<file path="src/rtl/pipeline_pkg.sv">
`default_nettype none
// ============================================================================
//  Module      : pipeline_pkg
//  Description : Shared pipeline constants and types. This covers the IF/ID
//                bubble encoding and the instruction-fetch state encoding.
//  Revision    : 1.0 - initial release
// ============================================================================
package pipeline_pkg;

    localparam int INST_W = 32;

    // IF/ID flush value, also used for every bubble the fetch stage emits
    localparam logic [INST_W-1:0] BUBBLE_INST = 32'h0000_0001;

    typedef enum logic [1:0] {
        FETCH = 2'd0,
        HOLD  = 2'd1,
        DROP  = 2'd2
    } fetch_state_t;

    // Sequential PC increment; wraps modulo 2^32 by construction
    function automatic logic [INST_W-1:0] pc_plus4(input logic [INST_W-1:0] pc);
        return pc + 32'd4;
    endfunction

endpackage
`default_nettype wire

</file>
<file path="src/rtl/fetch_unit.sv">
`default_nettype none
// ============================================================================
//  Module      : fetch_unit
//  Description : Instruction-fetch stage. Owns the PC and drives a
//                variable-latency req/ready instruction memory. It presents
//                each instruction with its PC+4 to IF/ID, honours hazard
//                stalls and ID-stage branch redirects, and squashes
//                wrong-path fetches.
//  Revision    : 1.0 - initial release
// ============================================================================
module fetch_unit
    import pipeline_pkg::*;
#(
    parameter logic [31:0] RESET_PC = 32'h0000_0000
) (
    input  logic        clk,
    input  logic        rst_n,
    input  logic        pc_write,
    input  logic        branch_taken,
    input  logic [31:0] branch_target,
    output logic        imem_req,
    output logic [31:0] imem_addr,
    input  logic        imem_ready,
    input  logic [31:0] imem_rdata,
    output logic [31:0] adrIF,
    output logic [31:0] inst_IF,
    output logic        IF_ID_write,
    output logic        IF_Flush
);

    fetch_state_t       state_q, state_d;
    logic [31:0]        pc_q, pc_d;
    logic [31:0]        hold_inst_q, hold_inst_d;
    // Address of a request that is still outstanding after a redirect. The
    // bus has no cancel, so the old address must stay on imem_addr while
    // the PC already points at the branch target.
    logic [31:0]        drop_addr_q, drop_addr_d;
    logic [31:0]        pc_inc;

    logic               req_c;
    logic [31:0]        addr_c;
    logic [31:0]        inst_c;
    logic               write_c;
    logic               flush_c;

    assign pc_inc = pc_plus4(pc_q);

    // Next-state and output decode from registered state and current inputs
    always_comb begin
        state_d     = state_q;
        pc_d        = pc_q;
        hold_inst_d = hold_inst_q;
        drop_addr_d = drop_addr_q;
        req_c       = 1'b0;
        addr_c      = pc_q;
        inst_c      = BUBBLE_INST;
        write_c     = 1'b0;
        flush_c     = 1'b0;

        case (state_q)
            FETCH: begin
                req_c = 1'b1;
                if (branch_taken) begin
                    write_c = 1'b1;
                    flush_c = 1'b1;
                    pc_d    = branch_target;
                    if (!imem_ready) begin
                        // Request still in flight: drain it before refetching
                        drop_addr_d = pc_q;
                        state_d     = DROP;
                    end
                end else if (imem_ready) begin
                    if (pc_write) begin
                        inst_c  = imem_rdata;
                        write_c = 1'b1;
                        pc_d    = pc_inc;
                    end else begin
                        // Stalled: park the instruction until IF/ID can take it
                        hold_inst_d = imem_rdata;
                        state_d     = HOLD;
                    end
                end else begin
                    // Waiting on memory: feed bubbles so IF/ID never re-latches
                    write_c = pc_write;
                end
            end

            HOLD: begin
                if (branch_taken) begin
                    write_c     = 1'b1;
                    flush_c     = 1'b1;
                    pc_d        = branch_target;
                    hold_inst_d = BUBBLE_INST;
                    state_d     = FETCH;
                end else if (pc_write) begin
                    inst_c  = hold_inst_q;
                    write_c = 1'b1;
                    pc_d    = pc_inc;
                    state_d = FETCH;
                end
            end

            DROP: begin
                req_c  = 1'b1;
                addr_c = drop_addr_q;
                if (branch_taken) begin
                    write_c = 1'b1;
                    flush_c = 1'b1;
                    pc_d    = branch_target;
                end else begin
                    write_c = pc_write;
                end
                if (imem_ready) begin
                    state_d = FETCH;
                end
            end

            default: begin
                state_d = FETCH;
            end
        endcase
    end

    // Output stage: reset forces every IF/ID-facing signal to its idle value
    always_comb begin
        imem_req    = rst_n & req_c;
        imem_addr   = addr_c;
        inst_IF     = inst_c;
        adrIF       = pc_inc;
        IF_ID_write = rst_n & write_c;
        IF_Flush    = rst_n & flush_c;
        if (!rst_n) begin
            inst_IF = BUBBLE_INST;
        end
    end

    // Program counter
    always_ff @(posedge clk or negedge rst_n) begin
        if (!rst_n) begin
            pc_q <= RESET_PC;
        end else begin
            pc_q <= pc_d;
        end
    end

    // Fetch state
    always_ff @(posedge clk or negedge rst_n) begin
        if (!rst_n) begin
            state_q <= FETCH;
        end else begin
            state_q <= state_d;
        end
    end

    // Hold buffer for an instruction accepted during a stall
    always_ff @(posedge clk or negedge rst_n) begin
        if (!rst_n) begin
            hold_inst_q <= BUBBLE_INST;
        end else begin
            hold_inst_q <= hold_inst_d;
        end
    end

    // Address of the request being drained after a redirect
    always_ff @(posedge clk or negedge rst_n) begin
        if (!rst_n) begin
            drop_addr_q <= RESET_PC;
        end else begin
            drop_addr_q <= drop_addr_d;
        end
    end

endmodule
`default_nettype wire

</file>
<file path="config.mk">
export PLATFORM = sky130hd
export DESIGN_NAME = fetch_unit
export DESIGN_NICKNAME = d
export VERILOG_FILES = /design/src/rtl/pipeline_pkg.sv /design/src/rtl/fetch_unit.sv
export SDC_FILE = /design/constraint.sdc
export NUM_CORES = 1
export LEC_CHECK = 0
export BUFFER_PORTS_ARGS = -buffer_cell sky130_fd_sc_hd__buf_2
export CORE_ASPECT_RATIO = 1.4
export CORE_UTILIZATION = 45
export DETAILED_ROUTE_END_ITERATION = 8
export PLACE_DENSITY_LB_ADDON = 0.08
export SKIP_LAST_GASP = 1
export SLEW_MARGIN = 20
export SYNTH_ARGS = -nofsm -noshare
export SYNTH_HDL_FRONTEND = slang
export SYNTH_SLANG_ARGS = --single-unit
</file>
<file path="constraint.sdc">
create_clock -name clk -period 4.3 [get_ports clk]
set_input_delay 0.645 -clock clk [delete_from_list [all_inputs] [get_ports clk]]
set_output_delay 0.645 -clock clk [all_outputs]
set_load 0.005 [all_outputs]
</file>
==> results.toml <==
[run_status]
status = "complete, but fails checks"
violations = "design-rule violations"

[global_route]
grt_max_degree = 73
antenna_found_initial = 1
grtUsageTotal_pct = 23.7
grt_pass1_vias = 4800
grt_pass1_wl_um = 24900
grt_overflow = 0

[synth]
yosys.area_share.simple_pct = 15.7
synthMuxAreaShare_pct = 12.5
synth-edff-count = 0
synth_compound_area_share_pct = 18.3
yosysWarnings = 0
synth_fa_ha_area_share_pct = 0.217
async_flop_share_pct = 100
synth_cell_types = 57
synth_top_family_by_area = "compound AO/OA/AOI/OAI gates"
synth_seq_cells = 98
synth_area_mm2 = 0.00577
syn_area_per_cell_um2 = 10.1
synth_cells = 572
yosys-top-cells-area = "dfrtp_1, mux2_2, a22o_1"
yosysTopAreaCell = "dfrtp_1"
synth_seq_area_share_pct = 42.5
syn_nets = 642
yosys.area_share.xor_xnor_pct = 4.25
yosys.area.top_type_share_pct = 42.1
ys.flop_type = "dfrtp_1"

[cells_and_area]
final_common_cell = "buf_2"
nNetsFinal = 772
syn2layout_area_growth_pct = 19.1
drive_above_1_share_pct = 39.5
layout_common_cells = "buf_2, dfrtp_1, mux2_2, nor2_1, nand2_1"
final_cells = 859

[detailed_routing]
drc = 40
vias = 4888
ant_nets = 0
met2_length_um = 7750
route.met3.wl_um = 971
topRoutingLayerUsed = "met4"
vias_per_cell = 5.69
wl_met1_um = 6270
wire_per_inst_um = 17.7
wirelength_um = 15200
dr.pass1.iters = 7
drtIter0Drc = 309

[place]
globalplace.congestion = 0.802
dp_hpwl_um = 10300
place_inst = 840
port_buffers = 167

[floorplanning]
die-area_mm2 = 0.0133
initial_core_util_pct = 46.4
dieHeight_um = 136
rows = 48
core-area_mm2 = 0.0124
num_io_pins = 168
die_x_um = 97.7

[timing]
fmax_mhz = 322
relSlewSlack_pct = 27.4
rsz0062_at_grt = "no"
fin_crit_ps = 3110
setup-tns-final_ps = 0
clock_skew_ps = 5.65
finalMaxSlewViolations = 0
finalCritPeriodShare_pct = 72.3
worst_slew_pin_slew_ps = 1090
hold_viol = 0
setup_violations = 0

[clocking]
ctsHoldBuffers = 0
htreeDepth = 3
clkTransAtPathRegs_ps = 70
clock_sinks = 98
clk_latency_ps = 350
cts_buffers = 9
cts_root_buf = "clkbuf_16"
cts_tree = "yes"
clockBufferDepth = 2
cts_resized = 0
postCtsSetupBuffers = 0

[power_and_ir_drop]
peakVddDrop_mv = 0.198
pwr_density_cell_mw_per_mm2 = 448
power_uw = 3080
power.share.clock_pct = 25.8
p_switching_uw = 1010
p_seq_share_pct = 45.2
p_comb_share_pct = 29.0
p_int_uw = 2070
p_leak_uw = 0.00309
switching_share_pct = 32.8

[flow_run]
maxCapViolations = 0

[worst_setup_path]
worstPathRequired_ps = 3650
crit_path_max_fanout = 9
worstPathArrival_ps = 2460
worstSetupStartpointType = "flip-flop"
cp-end-kind = "primary output"
crit_type = "reg2out"

[hold_path]
hold_path_class = "in2async"
-- worst paths after layout --
kind                       depth (start not counted)  slack (ps)                          to                       start
setup reg to reg                                   6        2100        pc_q[18]$_DFFE_PN0P_      state_q[1]$_DFFE_PN0P_
hold / removal                                     1         210         pc_q[9]$_DFFE_PN0P_                       rst_n
setup / recovery                                   6        1190                   adrIF[30]         pc_q[5]$_DFFE_PN0P_
min in group clk                                   2         490  hold_inst_q[0]$_DFFE_PN1P_  hold_inst_q[0]$_DFFE_PN1P_
hold reg to reg                                    2         490  hold_inst_q[0]$_DFFE_PN1P_  hold_inst_q[0]$_DFFE_PN1P_
max in group asynchronous                          2        2790        pc_q[18]$_DFFE_PN0P_                       rst_n
-- power by group through the flow --
stage | registers [uW] | logic (uW) | clock network [uW]
2_1_floorplan | 1290 | 690 | 0
6_report | 1390 | 891 | 795
4_1_cts | 1390 | 898 | 809
3_5_place_dp | 1400 | 897 | 0
3_3_place_gp | 1390 | 881 | 0
5_1_grt | 1430 | 985 | 849
-- synth_stat cells, types with 13 or more instances --
library cell and count:
nand3_1 17, nor2_1 47, a21oi_1 27, mux2_2 63, buf_2 14, a22oi_1 36
nand2_1 39, clkbuf_1 23, dfrtp_1 97, xnor2_1 23, o22ai_1 13, a22o_1 31
o21ai_0 16
-- cell type report --
type / count / area [um^2]
antenna: 2 / 5.00
clock buffer: 10 / 239
clock inverter: 6 / 48.8
fill: 1132 / 5560
inverter: 7 / 26.3
multi-input combinational: 408 / 2970
sequential: 98 / 2450
tap: 150 / 188
timing repair buffer: 178 / 941
-- critical path, cell delays in order (launching register included) --
cell	delay [ps]
dfrtp_1	520
nand4_4	230
nor4_4	550
nand4_4	190
or2_1	290
xnor2_1	180
buf_2	150
-- layer usage --
layer  track usage [%]  vias up
li1                  -     2348
met1              28.8     2390
met2              41.4      137
met3              6.02       13
met4              6.90        0
met5                 0        -
-- flip-flops by register name, indices dropped and copies added, names as in the netlist --
register / count
hold_inst_q: 32
drop_addr_q: 32
pc_q: 32
state_q: 2
-- kinds of logic after synthesis --
family,Yosys count
xor gates and xnor gates,28
DFF,98
AOI/OAI and AO/OA,150
adders and majority gates,1
and+or+nand+nor,165
muxes,64
buffers and inverters,66
-- through the flow --
stage,setup WS (ps),hold slack [ps],cell area [um^2],utilization (%)
after floorplan,1840,349,5770,-
after global placement,1610,476,6550,52.7
after detailed placement,1560,479,6550,52.7
after CTS,1180,217,6840,55.0
after global routing,951,232,6870,55.2
final,1190,210,6870,55.3
(Power assumes the default switching activity.)
